==> src/rtl/alu_seq_pkg.sv <==
// Shared opcodes, converter FSM states and active-low gfedcba 7-segment
// encodings used by the sequenced display ALU.
package alu_seq_pkg;

  localparam logic [2:0] OP_ADD = 3'd0;
  localparam logic [2:0] OP_SUB = 3'd1;
  localparam logic [2:0] OP_ROL = 3'd2;
  localparam logic [2:0] OP_ROR = 3'd3;
  localparam logic [2:0] OP_OR  = 3'd4;
  localparam logic [2:0] OP_AND = 3'd5;
  localparam logic [2:0] OP_XOR = 3'd6;
  localparam logic [2:0] OP_NOT = 3'd7;

  typedef enum logic [1:0] {
    ST_IDLE  = 2'd0,
    ST_LOAD  = 2'd1,
    ST_SHIFT = 2'd2,
    ST_DONE  = 2'd3
  } conv_state_e;

  localparam logic [6:0] SEG_0     = 7'b1000000;
  localparam logic [6:0] SEG_1     = 7'b1111001;
  localparam logic [6:0] SEG_2     = 7'b0100100;
  localparam logic [6:0] SEG_3     = 7'b0110000;
  localparam logic [6:0] SEG_4     = 7'b0011001;
  localparam logic [6:0] SEG_5     = 7'b0010010;
  localparam logic [6:0] SEG_6     = 7'b0000010;
  localparam logic [6:0] SEG_7     = 7'b1111000;
  localparam logic [6:0] SEG_8     = 7'b0000000;
  localparam logic [6:0] SEG_9     = 7'b0010000;
  localparam logic [6:0] SEG_BLANK = 7'b1111111;

  function automatic logic [6:0] bcd_to_seg(input logic [3:0] nibble);
    case (nibble)
      4'd0:    return SEG_0;
      4'd1:    return SEG_1;
      4'd2:    return SEG_2;
      4'd3:    return SEG_3;
      4'd4:    return SEG_4;
      4'd5:    return SEG_5;
      4'd6:    return SEG_6;
      4'd7:    return SEG_7;
      4'd8:    return SEG_8;
      4'd9:    return SEG_9;
      default: return SEG_BLANK;
    endcase
  endfunction

endpackage

==> src/rtl/bin2bcd_seq.sv <==
// Sequential double-dabble converter: start loads a binary value, then one
// add-3/shift iteration per cycle for WIDTH cycles; done marks the last one.
module bin2bcd_seq #(
  parameter int WIDTH  = 4,
  parameter int DIGITS = 3
) (
  input  logic                  clk,
  input  logic                  rst_n,
  input  logic                  start_i,
  input  logic [WIDTH-1:0]      bin_i,
  output logic                  busy_o,
  output logic                  done_o,
  output logic [4*DIGITS-1:0]   bcd_o
);

  localparam int CNT_W = (WIDTH > 1) ? $clog2(WIDTH) : 1;

  logic                busy_q;
  logic [CNT_W-1:0]    cnt_q;
  logic [WIDTH-1:0]    bin_q;
  logic [4*DIGITS-1:0] bcd_q;
  logic [4*DIGITS-1:0] adj;

  always_comb begin
    adj = bcd_q;
    for (int d = 0; d < DIGITS; d++) begin
      if (bcd_q[4*d +: 4] >= 4'd5) adj[4*d +: 4] = bcd_q[4*d +: 4] + 4'd3;
    end
  end

  assign done_o = busy_q && (cnt_q == CNT_W'(WIDTH - 1));
  assign busy_o = busy_q;
  assign bcd_o  = bcd_q;

  always_ff @(posedge clk or negedge rst_n) begin
    if (!rst_n) begin
      busy_q <= 1'b0;
      cnt_q  <= '0;
    end else if (start_i) begin
      busy_q <= 1'b1;
      cnt_q  <= '0;
    end else if (busy_q) begin
      cnt_q <= cnt_q + 1'b1;
      if (done_o) busy_q <= 1'b0;
    end
  end

  // Shift datapath carries no reset; the control above gates its use.
  always_ff @(posedge clk) begin
    if (start_i) begin
      bin_q <= bin_i;
      bcd_q <= '0;
    end else if (busy_q) begin
      {bcd_q, bin_q} <= {adj, bin_q} << 1;
    end
  end

endmodule

==> src/rtl/alu_seq_nb.sv <==
// N-bit 8-operation ALU with registered result/flags, auto-step or external
// opcode select, and a sequenced BCD converter driving three 7-segment groups.
module alu_seq_nb
  import alu_seq_pkg::*;
#(
  parameter int WIDTH    = 4,
  parameter int DIGITS   = 3,
  parameter int STEP_DIV = 25_000_000
) (
  input  logic                  clk,
  input  logic                  rst_n,
  input  logic [WIDTH-1:0]      a,
  input  logic [WIDTH-1:0]      b,
  input  logic [2:0]            op_ext,
  input  logic                  mode,
  output logic [2:0]            op_cur,
  output logic [WIDTH-1:0]      s,
  output logic                  cout,
  output logic                  zero,
  output logic                  busy,
  output logic                  valid,
  output logic [7*DIGITS-1:0]   seg_a,
  output logic [7*DIGITS-1:0]   seg_b,
  output logic [7*DIGITS-1:0]   seg_s
);

  localparam int PRE_W = $clog2(STEP_DIV);
  localparam int BCD_W = 4 * DIGITS;
  localparam int SEG_W = 7 * DIGITS;
  localparam logic [SEG_W-1:0] SEG_ZEROS = {DIGITS{SEG_0}};

  logic [2:0]       op_q;
  logic [PRE_W-1:0] pre_q;
  logic             mode_q;
  logic [WIDTH-1:0] s_q, s_d;
  logic             cout_q, cout_d, zero_q;
  logic [WIDTH:0]   sum;

  conv_state_e      state_q, state_d;
  logic             conv_start;
  logic             have_snap_q, valid_q;
  logic [WIDTH-1:0] snap_a_q, snap_b_q, snap_s_q;
  logic [BCD_W-1:0] bcd_a, bcd_b, bcd_s;
  logic             busy_ca, busy_cb, busy_cs;
  logic             done_ca, done_cb, done_cs;
  logic [SEG_W-1:0] seg_a_q, seg_b_q, seg_s_q;
  logic [SEG_W-1:0] pat_a, pat_b, pat_s;

  // Opcode select: prescaler restarts on any mode edge, op_cur is retained.
  always_ff @(posedge clk or negedge rst_n) begin
    if (!rst_n) begin
      mode_q <= 1'b0;
      pre_q  <= '0;
      op_q   <= OP_ADD;
    end else begin
      mode_q <= mode;
      if (mode) op_q <= op_ext;
      if (mode != mode_q) begin
        pre_q <= '0;
      end else if (!mode) begin
        if (pre_q == PRE_W'(STEP_DIV - 1)) begin
          pre_q <= '0;
          op_q  <= op_q + 3'd1;
        end else begin
          pre_q <= pre_q + 1'b1;
        end
      end
    end
  end

  always_comb begin
    sum    = {1'b0, a} + {1'b0, b};
    s_d    = '0;
    cout_d = 1'b0;
    case (op_q)
      OP_ADD:  {cout_d, s_d} = sum;
      OP_SUB:  begin
        s_d    = a - b;
        cout_d = (a < b);
      end
      OP_ROL:  s_d = {a[WIDTH-2:0], a[WIDTH-1]};
      OP_ROR:  s_d = {a[0], a[WIDTH-1:1]};
      OP_OR:   s_d = a | b;
      OP_AND:  s_d = a & b;
      OP_XOR:  s_d = a ^ b;
      default: s_d = ~a;
    endcase
  end

  // ALU result stage
  always_ff @(posedge clk or negedge rst_n) begin
    if (!rst_n) begin
      s_q    <= '0;
      cout_q <= 1'b0;
      zero_q <= 1'b1;
    end else begin
      s_q    <= s_d;
      cout_q <= cout_d;
      zero_q <= (s_d == '0);
    end
  end

  always_comb begin
    state_d    = state_q;
    conv_start = 1'b0;
    case (state_q)
      ST_IDLE: begin
        if (!have_snap_q || ({a, b, s_q} != {snap_a_q, snap_b_q, snap_s_q}))
          state_d = ST_LOAD;
      end
      ST_LOAD: begin
        conv_start = 1'b1;
        state_d    = ST_SHIFT;
      end
      ST_SHIFT: begin
        if (done_ca && done_cb && done_cs) state_d = ST_DONE;
      end
      ST_DONE: state_d = ST_IDLE;
      default: state_d = ST_IDLE;
    endcase
  end

  always_comb begin
    pat_a = '0;
    pat_b = '0;
    pat_s = '0;
    for (int d = 0; d < DIGITS; d++) begin
      pat_a[7*d +: 7] = bcd_to_seg(bcd_a[4*d +: 4]);
      pat_b[7*d +: 7] = bcd_to_seg(bcd_b[4*d +: 4]);
      pat_s[7*d +: 7] = bcd_to_seg(bcd_s[4*d +: 4]);
    end
  end

  // Display stage: segments and valid change together on leaving DONE.
  always_ff @(posedge clk or negedge rst_n) begin
    if (!rst_n) begin
      state_q     <= ST_IDLE;
      have_snap_q <= 1'b0;
      valid_q     <= 1'b0;
      seg_a_q     <= SEG_ZEROS;
      seg_b_q     <= SEG_ZEROS;
      seg_s_q     <= SEG_ZEROS;
    end else begin
      state_q <= state_d;
      if (conv_start) have_snap_q <= 1'b1;
      if (state_q == ST_DONE) begin
        valid_q <= 1'b1;
        seg_a_q <= pat_a;
        seg_b_q <= pat_b;
        seg_s_q <= pat_s;
      end
    end
  end

  always_ff @(posedge clk) begin
    if (conv_start) begin
      snap_a_q <= a;
      snap_b_q <= b;
      snap_s_q <= s_q;
    end
  end

  bin2bcd_seq #(.WIDTH(WIDTH), .DIGITS(DIGITS)) u_conv_a (
    .clk(clk), .rst_n(rst_n), .start_i(conv_start), .bin_i(a),
    .busy_o(busy_ca), .done_o(done_ca), .bcd_o(bcd_a)
  );

  bin2bcd_seq #(.WIDTH(WIDTH), .DIGITS(DIGITS)) u_conv_b (
    .clk(clk), .rst_n(rst_n), .start_i(conv_start), .bin_i(b),
    .busy_o(busy_cb), .done_o(done_cb), .bcd_o(bcd_b)
  );

  bin2bcd_seq #(.WIDTH(WIDTH), .DIGITS(DIGITS)) u_conv_s (
    .clk(clk), .rst_n(rst_n), .start_i(conv_start), .bin_i(s_q),
    .busy_o(busy_cs), .done_o(done_cs), .bcd_o(bcd_s)
  );

  assign op_cur = op_q;
  assign s      = s_q;
  assign cout   = cout_q;
  assign zero   = zero_q;
  assign busy   = (state_q == ST_LOAD) || (state_q == ST_DONE) ||
                  busy_ca || busy_cb || busy_cs;
  assign valid  = valid_q;
  assign seg_a  = seg_a_q;
  assign seg_b  = seg_b_q;
  assign seg_s  = seg_s_q;

endmodule
==> config.mk <==
export PLATFORM = sky130hd
export DESIGN_NAME = alu_seq_nb
export DESIGN_NICKNAME = d
export VERILOG_FILES = /design/src/rtl/alu_seq_pkg.sv /design/src/rtl/bin2bcd_seq.sv /design/src/rtl/alu_seq_nb.sv
export SDC_FILE = /design/constraint.sdc
export NUM_CORES = 1
export LEC_CHECK = 0
export CAP_MARGIN = 0
export CORE_MARGIN = 2
export CORE_UTILIZATION = 40
export CTS_BUF_LIST = sky130_fd_sc_hd__clkbuf_8
export DETAILED_ROUTE_END_ITERATION = 10
export GPL_TIMING_DRIVEN = 1
export PLACE_DENSITY = 0.64
export SLEW_MARGIN = 20
export SYNTH_ARGS = -nofsm -noshare
export SYNTH_HDL_FRONTEND = slang
export SYNTH_SLANG_ARGS = --single-unit
export TNS_END_PERCENT = 5
==> constraint.sdc <==
create_clock -name clk -period 2.9 [get_ports clk]
set_input_delay 0.435 -clock clk [delete_from_list [all_inputs] [get_ports clk]]
set_output_delay 0.435 -clock clk [all_outputs]
set_load 0.02 [all_outputs]
== Word level (Yosys, flattened, before mapping) ==
Memory sizes are Yosys's and may differ from the RTL's. A register that Yosys moved wholly into a read port is not among the register bits.
Index checks and enable logic that the tools add are counted.
Word-level totals
  memories: 9
  memory bits (read-only): 1008
  RAM bits: 0
  latch bits: 0
  register bits after elaboration: 108
  output and inout bits: 74
  logic and storage cells: 151
  input bits: 14
Memories
  (name not given): depth 16, bits a word 7, read ports 1, clocked after Yosys merged registers in 1, write ports 0, line alu_seq_pkg.sv:34  | case (nibble)
  (name not given): depth 16, bits a word 7, read ports 1, clocked after Yosys merged registers in 1, write ports 0, line alu_seq_pkg.sv:34
  (name not given): depth 16, bits a word 7, read ports 1, clocked after Yosys merged registers in 1, write ports 0, line alu_seq_pkg.sv:34
  (name not given): depth 16, bits a word 7, read ports 1, clocked after Yosys merged registers in 1, write ports 0, line alu_seq_pkg.sv:34
  (name not given): depth 16, bits a word 7, read ports 1, clocked after Yosys merged registers in 1, write ports 0, line alu_seq_pkg.sv:34
  (name not given): depth 16, bits a word 7, read ports 1, clocked after Yosys merged registers in 1, write ports 0, line alu_seq_pkg.sv:34
  +3 memories
Operators by class
  bitwise operators: 4
  equality and inequality tests: 18
  multiply operators: 0
  magnitude comparators: 10
  add/sub/neg operators: 16
  shift operators: 0
  muxes and demuxes: 43
  reduce and logical (&&, ||, !) cells: 27
  divide/modulo/power cells: 0
Operators by type and width (number)
  25-bit two-way mux: 3
  4-bit two-way mux: 12
  4-bit by 3-bit >= comparator with 1-bit output, second input constant: 9
  4-bit case mux with 7 select lines: 1
  25-bit by 1-bit adder with 25-bit output, second input constant: 1
  25-bit equality test, second input constant: 1
  4-bit by 2-bit adder with 4-bit output, second input constant: 6
  3-bit two-way mux: 7
  2-bit two-way mux: 8
  12-bit != test: 1
  2-bit equality test, second input constant: 5
  1-bit zero test: 10
  1-bit two-way mux: 10
  3-bit by 2-bit adder with 3-bit output, second input constant: 3
  3-bit equality test, second input constant: 3
  2-bit case mux with 4 select lines: 1
  2-bit by 1-bit adder with 2-bit output, second input constant: 3
  3-bit by 2-bit equality test with 1-bit output, second input constant: 2
  2-bit nonzero test: 3
  4-bit by 4-bit adder with 5-bit output: 1
  1-bit logical AND: 5
  1-bit logical OR: 5
  4-bit AND: 1
  4-bit zero test: 1
  15 further kinds: 16

== Depth between registers and ports, before layout ==
  word-level depth: 6
  mapped depth: 8
  mapped depth without buffers: 7

== Hierarchy ==
A second synthesis with hierarchy kept.
Unflattened totals
  cell total of the unflattened synthesis: 1069
  area total of the unflattened synthesis: 10060.9 um^2
By module, submodules not included
  alu_seq_nb: instances 1, seq. area each 2925.3 um^2, area an instance 7005.5 um^2, cells each 748
  bin2bcd_seq: instances 3, seq. area each 435.4 um^2, area an instance 1018.5 um^2, cells each 107

== Worst setup path before layout ==
Ideal clock, no wire load.
  path type: register to output
  from: register state_q[1]
  to: output port busy
  buffers on the path: 1
  slack: 0.636 ns
  data required time: 2.465 ns
  arrival time: 1.829 ns
  stages on the path, launching flop included: 6
  cells stage by stage: dfrtp_1 -> inv_1 -> ha_1 -> clkbuf_1 -> or2_2 -> or4_1
On the way
  longest elaborated chain between the ends: 5
  elaborated cells between the ends (all ways): 6
  classes of those cells: eq/ne: 2; reduce/logical: 4
RTL lines
  start: declaration: line alu_seq_nb.sv:39  | conv_state_e state_q, state_d;
  start signal: assignment: line alu_seq_nb.sv:144  | state_q <= state_d;
  2-bit by 1-bit equality test with 1-bit output or 2-bit equality test (tied branches): line alu_seq_nb.sv:182  | assign busy = (state_q == ST_LOAD) || (state_q == ST_DONE) ||
  1-bit logical OR (*) (2 in series): line alu_seq_nb.sv:182
  1-bit logical OR (*) (2 in series): line alu_seq_nb.sv:183  | busy_ca || busy_cb || busy_cs;
  end: declaration: line alu_seq_nb.sv:20  | output logic busy,
Mark *: on every way between the ends. The rest lies on a longest branch, timed or not.

== Worst setup path in the final report ==
Same ends and word-level chain as after synthesis.

==> reports/summary.md <==
The run finished with clean final reports. For the number of cell rows, the log shows 56. In this run the horizontal extent of the chip is 159 um.

Aggregate global-route resource usage: 15.8%. In this run the tool buffered the top-level ports with 87 buffer cells. The tools report the net count of the mapped netlist as 1110. For the number of H-tree branching levels, the log shows 4. The worst hold path belongs to the class in2async. Among cell families on the critical path, the largest total delay comes from simple AND/OR/NAND/NOR gates.

The multiplexer share of the synthesized area was 5.67%. The count of pins over their slew limit is 0. After the last flow step, the layout net total stands at 1182. Largest family of logic cells by synthesized area: compound AO/OA/AOI/OAI gates. From bottom edge to top edge, the die measures 159 um. The routed wirelength normalized by instance count was 13.6 um.

The tools report the data required time at the worst endpoint as 2.47 ns. The logs give 7226 for the via total after detailed routing and 6977 for the via count of the first global-routing pass. The run gives 5 as the number of search-and-repair iterations in the first detailed-routing pass.

Summing the areas of all fa, ha and maj instances in the mapped netlist gives 9.75% of the synthesized area. The peak ir drop on the vdd network is 0.000466 V, and the average vias per placed instance is 5.07. Number of setup violations in the final report: 0. The number of antenna violations at the first check in global routing was 0; the worst-path maximum fanout was 5.

STA puts the critical path data arrival time at 2.34 ns. The number of antenna diodes in the final layout is 0. The worst setup path is of the reg2out kind.

Total power divided by cell area: 1040 nW/um2. In the final layout, the share of cells above drive strength 1 is 9.39%. The root buffer cell chosen for the clock tree is clkbuf_8. The distinct cell type count of the synthesized netlist came out at 60. After clock tree synthesis, the setup repair step added 0 buffers. In the layout the commonest cells are 110 x inv_1, 101 x dfrtp_1, 88 x nor2_1. The count of flip-flops with a built-in enable after synthesis is 24. Routability-driven placement finished with a final weighted congestion of 0.847. Together, buffers and inverters on the worst path number 2. The largest total area in the synthesized netlist belongs to dfrtp_1. The number of instances in the synthesized netlist is 1022. For the count of synthesis-stage warnings from yosys, the log shows 0. The minimum period implied by the final worst setup slack is 2.78 ns, and the number of maximum-capacitance constraint violations is 0. Critical-path cell with the highest stage delay: or4_1.

The final worst clock skew is 0.0134 ns, and the number of remaining DRC errors is 0. The detail route stage leaves a number of antenna-violating nets equal to 0. Leaving out fill and tap cells, the most frequent cell in the layout is inv_1.

The latest clock arrival within the worst-skew pair is 0.46 ns, and the peak per-stage delay on the critical path is 0.46 ns. Summing the areas of all xor and xnor instances in the mapped netlist gives 4.36% of the synthesized area. Number of failing hold endpoints at the final stage: 0. The layout overhead on the synthesized area was 17.2%. After legalization and detailed placement, the total HPWL measured 13.5 mm. The initial utilization of the core area, before any placement, comes to 40.9%.

Ranked by total cell area, the synthesized netlist is headed by dfrtp_1 26%, ha_1 9.3%, dfxtp_1 7.5%. The share of the Yosys chip area taken by registers is 43.8%. Setup repair after global routing left no endpoint under its margin. In this run, the number of DRC markers left after iteration 0 of detailed routing was 338. Final hold analysis gives a worst-case slack of 0.383 ns. The first global-routing pass estimated 34.0 mm of wire. For the final routed database, the setup TNS stands at 0 ns.

TritonCTS built the clock tree. After layout, the worst path uses 95.7% of the clock period. Entering global routing, the biggest net connects 110 pins. In this run the static leakage power is 4.91 nW.

After synthesis, the largest area contributor takes up 26.2% of total cell area. The simple-gate area share of the yosys netlist works out to 14.3%. The synthesis-stage register bit count is 171.

The signal on the critical path passes through inv_1 -> ha_2 -> or2_2 -> or4_1 -> dlygate4sd2_1. For this run, the leading register cell type out of synthesis is dfrtp_1. The kind of capture point of the worst setup path is an output port. The tools report the post-synthesis instance area as 9650 um2. The number of buffers inserted during clock tree synthesis came out at 17.

For this run, the top clock speed supported by timing is 360 MHz. Of all flip-flops after synthesis, the portion carrying an async set or reset was 64.9%. The run gives 88 as the boundary pin count. The logs give 23600 um2 for the area of the core and 0 for the total grt overflow. Maximum buffer depth of the clock tree: 2.

The relative max-transition margin is 45.8%, and the post-synthesis compound-gate area fraction is 15.6%. After detailed routing, the total wire length is 19.4 mm. The tools report the kind of launch point of the worst setup path as a flop. Counting every sink on the clock net gives 171.

Dividing the synthesized area by the synthesized cell count gives 9.44 um2. At the pin with the least slew margin, the transition time is 0.813 ns. The clock-pin transition on the worst setup and hold timing paths was 0.10 ns. The area of the die is 25400 um2.
## cell type report
cell class / instances / area, um2
clock inverter: 15 / 190
tap: 319 / 399
multi-input combinational: 689 / 4810
fill: 2271 / 12300
sequential: 171 / 4230
clock buffer: 17 / 234
timing repair buffer: 105 / 1030
inverter: 110 / 413
## metrics by stage
| stage | instances | setup WS [ns] | util, % | area, um2 | power [mW] |
|---|---|---|---|---|---|
| floorplan | 1022 | 0.636 | - | 9650 | 8.23 |
| global placement | 1393 | 0.288 | 46.1 | 10900 | 9.95 |
| detailed placement | 1393 | 0.249 | 46.1 | 10900 | 10.1 |
| CTS | 1426 | 0.0924 | 47.9 | 11300 | 11.9 |
| global route | 1426 | 0.0291 | 47.9 | 11300 | 12.8 |
| finish | 1426 | 0.124 | 47.9 | 11300 | 11.7 |
## routing by layer
metal	global-route usage [%]	up-vias	part of all wire, %
li1	-	3657	-
met1	22.3	3451	51
met2	25.0	109	45
met3	2.79	9	2.8
met4	4.50	0	0.96
met5	0	-	0
## cells in the mapped netlist (all sizes together) (3+ instances only)
cell    count
nand2b     38
edfxtp     24
dfrtp     101
a31oi       4
nor4        6
buf         9
nand4b      3
o211ai     32
dfxtp      36
ha         72
o211a       8
xor2       15
o22ai      15
a22oi       3
mux2i      22
a211oi      4
or4         3
o311ai      4
mux2       29
and2        4
nor2b       8
o21ai      68
dfstp      10
nor3       13
nor2       89
clkbuf     43
a21o       16
nand3      24
inv       110
nand2      59
a21oi      76
and3        4
nand4       9
xnor2      33
or2         5
## sequential cells by signal, summed over array words and instances, names as in the netlist, 12 cells and up
register        flops
seg_b              21
u_conv_s.bcd_o     12
u_conv_a.bcd_o     12
pre_q              25
u_conv_b.bcd_o     12
seg_s              21
seg_a              21
## path summary, 6_finish.rpt
path                            start   endpoint  slack, ns  cells past startpoint
min reg2reg                 seg_s[20]  seg_s[20]       0.48                      2
min                             rst_n   seg_s[3]       0.38                      2
max in group asynchronous       rst_n   seg_a[6]       1.71                      3
min in group clk            seg_s[20]  seg_s[20]       0.48                      2
max                        state_q[1]       busy       0.12                      5
max reg2reg                 op_cur[2]       zero       0.64                      5
## where the power goes
part | internal (mW) | switching (mW)
Clock | 0.867 | 0.910
Combinational | 2.64 | 3.06
Sequential | 3.42 | 0.853
## what timing repair did
item	in CTS	in global routing
hold buffers	1	0
resized for setup	1	0
endpoints found under the setup margin	1	0
endpoints found under the hold margin	13	0
## logic make-up (layout without fill, tap and decap cells)
family | Yosys count | count (layout)
adders and majority gates | 74 | 74
buffers and inverters | 162 | 247
xor gates and xnor gates | 48 | 48
AOI/OAI and AO/OA | 245 | 245
and+or+nand+nor | 271 | 271
DFF | 171 | 171
muxes | 51 | 51
(Power assumes the default switching activity.)
